<file path="src/rtl/seg7_result_decoder.sv">
// Decodes a two-digit active-low 7-segment display word into {err, carry, sum}
// and buffers the results in a small FIFO with valid/ready handshakes on both sides.
module seg7_result_decoder #(
  parameter int DEPTH = 4
) (
  input  logic                     clk,
  input  logic                     reset_n,
  input  logic                     in_valid,
  input  logic [13:0]              in_seg,
  output logic                     in_ready,
  output logic                     out_valid,
  input  logic                     out_ready,
  output logic [3:0]               out_sum,
  output logic                     out_carry,
  output logic                     out_err,
  output logic [7:0]               err_cnt,
  output logic [$clog2(DEPTH):0]   level
);

  localparam int AW = $clog2(DEPTH);
  localparam logic [AW:0] FULL = (AW+1)'(DEPTH);

  logic [5:0]    mem [DEPTH];
  logic [AW-1:0] wr_ptr;
  logic [AW-1:0] rd_ptr;
  logic          run;
  logic [3:0]    dec_sum;
  logic          dec_carry;
  logic          dec_err;
  logic          push;
  logic          pop;

  always_comb begin
    dec_sum   = 4'h0;
    dec_carry = 1'b0;
    dec_err   = 1'b0;
    case (in_seg[6:0])
      7'h40: dec_sum = 4'h0;
      7'h79: dec_sum = 4'h1;
      7'h24: dec_sum = 4'h2;
      7'h30: dec_sum = 4'h3;
      7'h19: dec_sum = 4'h4;
      7'h12: dec_sum = 4'h5;
      7'h02: dec_sum = 4'h6;
      7'h78: dec_sum = 4'h7;
      7'h00: dec_sum = 4'h8;
      7'h10: dec_sum = 4'h9;
      7'h08: dec_sum = 4'hA;
      7'h03: dec_sum = 4'hB;
      7'h46: dec_sum = 4'hC;
      7'h21: dec_sum = 4'hD;
      7'h06: dec_sum = 4'hE;
      7'h0E: dec_sum = 4'hF;
      default: begin
        dec_sum = 4'h0;
        dec_err = 1'b1;
      end
    endcase
    case (in_seg[13:7])
      7'h40: dec_carry = 1'b0;
      7'h79: dec_carry = 1'b1;
      default: dec_err = 1'b1;
    endcase
  end

  // run holds in_ready low through reset and for the edge that follows release
  assign in_ready  = run && (level != FULL);
  assign out_valid = (level != '0);
  assign push      = in_valid && in_ready;
  assign pop       = out_valid && out_ready;

  assign {out_err, out_carry, out_sum} = out_valid ? mem[rd_ptr] : 6'h00;

  always_ff @(posedge clk or negedge reset_n) begin
    if (!reset_n) begin
      run     <= 1'b0;
      wr_ptr  <= '0;
      rd_ptr  <= '0;
      level   <= '0;
      err_cnt <= 8'h00;
    end else begin
      run <= 1'b1;
      if (push) wr_ptr <= wr_ptr + AW'(1);
      if (pop)  rd_ptr <= rd_ptr + AW'(1);
      case ({push, pop})
        2'b10:   level <= level + (AW+1)'(1);
        2'b01:   level <= level - (AW+1)'(1);
        default: level <= level;
      endcase
      if (push && dec_err && (err_cnt != 8'hFF)) err_cnt <= err_cnt + 8'h01;
    end
  end

  // Storage needs no reset: entries are only visible while level covers them
  always_ff @(posedge clk) begin
    if (push) mem[wr_ptr] <= {dec_err, dec_carry, dec_sum};
  end

endmodule

</file>
<file path="config.mk">
export PLATFORM = sky130hd
export DESIGN_NAME = seg7_result_decoder
export DESIGN_NICKNAME = d
export VERILOG_FILES = /design/src/rtl/seg7_result_decoder.sv
export SDC_FILE = /design/constraint.sdc
export NUM_CORES = 1
export LEC_CHECK = 0
export CORE_UTILIZATION = 30
export DETAILED_ROUTE_END_ITERATION = 16
export PLACE_DENSITY = 0.51
export SLEW_MARGIN = 0
export SYNTH_ARGS = -nofsm -noshare
export SYNTH_HDL_FRONTEND = slang
export SYNTH_SLANG_ARGS = --single-unit
</file>
<file path="constraint.sdc">
create_clock -name clk -period 3.1 [get_ports clk]
set_clock_uncertainty 0.15 [all_clocks]
set_input_delay 0.62 -clock clk [delete_from_list [all_inputs] [get_ports clk]]
set_output_delay 0.62 -clock clk [all_outputs]
set_load 0.02 [all_outputs]
</file>
== Yosys cells after proc, flatten, opt, wreduce, memory -nomap -nowiden ==
Memory sizes are Yosys's and may differ from the RTL's.
Cells that the tools add are included.
Word-level totals
  word-level logic and storage cells: 50
  input port bits: 18
  memories kept: 1
  bits in registers: 16
  memory bits (writable): 24
Memories
  mem: depth 4, bits a word 6, read ports 1, clocked after Yosys merged registers in 0, wr ports 1, RTL line 23  | logic [5:0] mem [DEPTH];
Cells by class
  reductions and logical operators: 10
  multiplexer cells: 8
  add/subtract/negate cells: 5
  eq/ne operators: 21
Operator list (count)
  case mux 4 bit (15 select lines): 1
  == test 7 bit (second input constant): 6
  == test 7 x 5 -> 1 bit (second input constant): 3
  == test 7 x 6 -> 1 bit (second input constant): 3
  OR reduction 16 bit: 1
  == test 7 x 2 -> 1 bit (second input constant): 2
  == test 7 x 4 -> 1 bit (second input constant): 2
  adder 8 x 1 -> 8 bit (second input constant): 1
  inequality test 8 bit (second input constant): 1
  == test 7 x 3 -> 1 bit (second input constant): 1
  zero test 7 bit: 1
  two-way mux 6 bit: 1
  case mux 3 bit (2 select lines): 1
  logical AND 1 bit: 5
  two-way mux 1 bit: 5
  adder 2 x 1 -> 2 bit (second input constant): 2
  adder 3 x 1 -> 3 bit (second input constant): 1
  inequality test 3 bit (second input constant): 1
  nonzero test 3 bit: 1
  subtractor 3 x 1 -> 3 bit (second input constant): 1
  == test 2 x 1 -> 1 bit (second input constant): 1
  == test 2 bit (second input constant): 1
  nonzero test 2 bit: 1
  OR reduction 2 bit: 1

== Depth between registers and ports, before layout ==
  depth in word-level cells: 6
  gate-level depth with buffers: 10
  depth with buffers taken out: 10

== Worst setup path after synthesis ==
OpenSTA, ideal clock, no wires.
  path type: register to register
  from: register level[2]
  to: register level[2]
  buffers on the path: 1
  stages on the path, launching flop included: 10
  clock period less this slack: 2.367 ns
  arrival time: 2.137 ns
  required time: 2.870 ns
  slack: 0.733 ns
  cells stage by stage: dfrtp_1 > or3_1 > clkbuf_1 > and2_1 > ha_1 > inv_1 > fa_1 > xor2_1 > nor2_1 > xor2_1
RTL lines
  from (decl): RTL line 17  | output logic [$clog2(DEPTH):0] level
  from (signal assigned): RTL line 86  | 2'b10: level <= level + (AW+1)'(1);
  from (signal assigned): RTL line 87  | 2'b01: level <= level - (AW+1)'(1);
  from (signal assigned): RTL line 88  | default: level <= level;
  nonzero test 3 bit *: RTL line 68  | assign out_valid = (level != '0);
  via out_valid: RTL line 11  | output logic out_valid,
  logical AND 1 bit *: RTL line 70  | assign pop = out_valid && out_ready;
  via pop: RTL line 31  | logic pop;
  == test 2 x 1 -> 1 bit / == test 2 bit (equally long branches): RTL line 85  | case ({push, pop})
  case mux 3 bit (2 select lines) / nonzero test 2 bit (equally long branches)
Mark *: on every way through the listed nets, which the timed path passes. The rest lies on a longest branch.
A chain may end at the register's enable or synchronous reset.

== Worst setup path after layout ==
  from: register rd_ptr[0]
  to: output out_sum[2]
On the way
  word-level cells in the longest chain between the ends: 2
RTL lines
  from (decl): RTL line 25  | logic [AW-1:0] rd_ptr;
  from (signal assigned): RTL line 84  | if (pop) rd_ptr <= rd_ptr + AW'(1);
  memory read (4 x 6 bit)
  two-way mux 6 bit: RTL line 72  | assign {out_err, out_carry, out_sum} = out_valid ? mem[rd_ptr] : 6'h00;
  to (decl): RTL line 13  | output logic [3:0] out_sum,
No other way between the ends.

==> summary.md <==
| Metric | Value |
|---|---|
| Fmax | 338 MHz |
| Crit-path max cell delay | 0.64 ns |
| Most frequent cells after synthesis | sky130_fd_sc_hd__edfxtp_1, sky130_fd_sc_hd__dfrtp_1, sky130_fd_sc_hd__nand2_1 |
| Post-DR vias/cell | 4.68 |
| Count of cell types in the netlist | 56 |
| Signal arrival time at the worst endpoint | 2.19 ns |
| Inserted Clock Buffers | 5 |
| CTS H-Tree Depth | 2 |
| Main area contributors after synthesis | sky130_fd_sc_hd__edfxtp_1, sky130_fd_sc_hd__dfrtp_1, sky130_fd_sc_hd__mux4_2 |
| Post-synthesis cell count | 179 |
| Via count of the first global-routing pass | 1418 |
| Largest area contributor in the netlist | sky130_fd_sc_hd__edfxtp_1 |
| Post-cts gate resize count | 0 |
| Number of warnings printed during yosys synthesis | 0 |
| Wire length on met1 | 2100 um |
| Final Non-Filler Cells | 319 |
| Final worst path period need | 2.96 ns |
| Maximum fanout along the worst path | 8 |
| Endpoint type of the worst setup path | output pin |
| CTS sink cnt | 40 |
| Worst-margin pin slew | 0.747 ns |
| Worst setup path category | reg -> out |
| Dominant cell by count in the synthesized netlist | sky130_fd_sc_hd__edfxtp_1 |
| Highest routing layer actually used | met4 |
| Fraction of synthesized cell area taken by the top area cell type | 0.330 |
| Number of DRC violations after detailed routing | 0 |
| Clock edge transition at the registers on the reported setup and hold paths | 0.08 ns |
| Number of filler cells placed in the layout | 692 |
| Fraction of the cycle the final worst path needs | 0.956 |
| Diode insertion count for antenna repair | 0 |
| I/O pin total | 37 |
| Half-perimeter wire length after detailed placement | 3170 um |
| Starting density of the core | 0.316 |
| Final setup margin | 0.138 ns |
| Vias | 1493 |
| Unrepaired setup endpoints after global routing | no |
| Share of synthesized flip-flops with an asynchronous set or reset | 0.400 |
| Beginning of the critical path | rd_ptr[0]$_DFFE_PN0P_ |
| Die area | 7620 um^2 |
| Net count, final | 247 |
| Run status | finished clean |
| Post-CTS Setup Bufs | 0 |
| Number of endpoints with negative hold slack in the final report | 0 |
| Max stage delay cell, worst path | sky130_fd_sc_hd__dfrtp_1 |
| Worst path required time | 2.33 ns |
| Clk Tree Root Cell | sky130_fd_sc_hd__clkbuf_8 |
| Layout cell share with drive strength beyond 1 | 0.179 |
| # Max-Cap Violations | 0 |
| Met3 routed wirelength | 174 um |
| Total global routing track utilization | 0.124 |
| Met2 WL post-DR | 1900 um |
| Clock insertion delay at the later pin of the skew report | 0.28 ns |
| Aggregate global routing overflow | 0 |
| Overall die height | 87.3 um |
| Post-placement cell count | 311 |
| Clock tree from TritonCTS | done |
| Sequential share of the synthesized area | 0.514 |
| Routed wire length | 4220 um |
| Number of antenna-violating nets in the routed design | 0 |
| Initial antenna violation count | 0 |
| Net count after synthesis | 204 |
| Total power per unit cell area | 744 nW/um^2 |
| Launch point of the worst reg-to-reg path | level[2]$_DFFE_PN0P_ |
| Leakage power summed over all cells | 0.00107 uW |
| Number of flops mapped to enable cells by yosys | 24 |
| Routed len/inst | 13.2 um |
| Startpoint of the worst hold path | err_cnt[5]$_DFFE_PN0P_ |
| Flip-flop and latch count after synthesis | 40 |
| Sequence of cells on the critical path | mux4_2 -> and2_1 -> clkdlybuf4s50_1 |
| Post-Synthesis Cell Area | 2180 um^2 |
| Mapped Avg Cell Area | 12.2 um^2 |
| Area of the core | 6910 um^2 |
| Count of buffer and inverter cells on the critical path | 1 |
| Chip width | 87.3 um |
| Wire length of the first global-routing pass | 7130 um |
| Pin count of the biggest net entering global routing | 17 |
| Total number of placement rows | 30 |
| Number of design-rule violations left by the first detailed-router iteration | 34 |
| Worst setup slack after placement | 0.135 ns |
| Max-slew headroom | 0.500 |
| Hold Path Class | reg -> reg |
| Area growth, synth to finish | 27.5% |
| Total power draw | 2070 uW |
| First drt pass iteration count | 4 |
| Max-slew violation count | 0 |
| Top_reg_cell synth | sky130_fd_sc_hd__edfxtp_1 |
| Critical path launch point type | register |
| Delay-heaviest family, CP | flip-flops |
| Total negative slack for setup checks | 0 ns |
| # port buffers | 36 |
| Number of setup violations in the final report | 0 |
| Worst vdd rail ir drop | 238 uV |
| # hold bufs at CTS | 0 |
| RePlAce Congestion | 0.752 |
| Clock Path Buffers | 2 |
metrics by stage:
step	hold slack (ns)	util	instance area, um^2
floorplan	0.174	-	2180
global placement	0.338	0.387	2670
detailed placement	0.358	0.387	2670
CTS	0.370	0.403	2780
global route	0.387	0.403	2780
finish	0.360	0.403	2780
layer usage:
metal,vias up,track usage
li1,741,-
met1,710,0.177
met2,36,0.181
met3,6,0.0332
met4,0,0.0402
met5,-,0
logic make-up after synthesis:
| group | Yosys count | synth area share |
|---|---|---|
| compound gates | 26 | 0.0923 |
| xor+xnor | 12 | 0.0482 |
| fa+ha+maj | 7 | 0.0436 |
| buf+inv | 18 | 0.0442 |
| flops | 40 | 0.514 |
| mux | 10 | 0.0820 |
| other cells | 1 | 0.00172 |
| simple gates | 65 | 0.174 |
flip-flops by register name (all words and copies together) (netlist names):
| name | flops |
|---|---|
| rd_ptr | 2 |
| run | 1 |
| level | 3 |
| mem | 24 |
| wr_ptr | 2 |
| err_cnt | 8 |
cell type report:
class	count	area, um^2	area share
sequential	40	1120	0.403
clock buffer	5	68.8	0.0247
multi-input combinational	121	965	0.347
inverter	8	30.0	0.0108
timing repair buffer	46	435	0.156
tap	96	120	0.0432
clock inverter	3	42.5	0.0153
path summary, 6_finish.rpt:
check	to	slack, ns	cells after the start
min reg2reg	err_cnt[5]$_DFFE_PN0P_	0.36	1
max	out_sum[2]	0.14	3
max reg2reg	level[2]$_DFFE_PN0P_	0.77	8
min	err_cnt[5]$_DFFE_PN0P_	0.36	1
max in group asynchronous	wr_ptr[0]$_DFFE_PN0P_	1.71	1
min in group asynchronous	err_cnt[5]$_DFFE_PN0P_	0.62	1
cells in the final DEF (no fill, tap or decap), types with 4 or more instances in the layout:
| cell type | Yosys | final |
|---|---|---|
| sky130_fd_sc_hd__and2_1 | 7 | 7 |
| sky130_fd_sc_hd__inv_1 | 5 | 5 |
| sky130_fd_sc_hd__nand2_1 | 14 | 14 |
| sky130_fd_sc_hd__nor2_1 | 8 | 8 |
| sky130_fd_sc_hd__dfrtp_1 | 16 | 16 |
| sky130_fd_sc_hd__edfxtp_1 | 24 | 24 |
| sky130_fd_sc_hd__clkdlybuf4s50_1 | 0 | 36 |
| sky130_fd_sc_hd__nand4_1 | 5 | 5 |
| sky130_fd_sc_hd__xnor2_1 | 8 | 8 |
| sky130_fd_sc_hd__clkbuf_8 | 0 | 5 |
| sky130_fd_sc_hd__nand3_1 | 5 | 5 |
| sky130_fd_sc_hd__buf_4 | 2 | 10 |
| sky130_fd_sc_hd__a21oi_1 | 6 | 6 |
| sky130_fd_sc_hd__xor2_1 | 4 | 4 |
| sky130_fd_sc_hd__and3_1 | 8 | 8 |
| sky130_fd_sc_hd__ha_1 | 6 | 6 |
| sky130_fd_sc_hd__mux4_2 | 6 | 6 |
power breakdown:
part	switching [uW]	total, uW	leakage [uW]	internal, uW
Combinational	399	846	0.000589	446
Sequential	134	813	0.000424	679
Clock	175	413	0.0000541	238
Note: power is estimated with default switching activity, not from simulation.
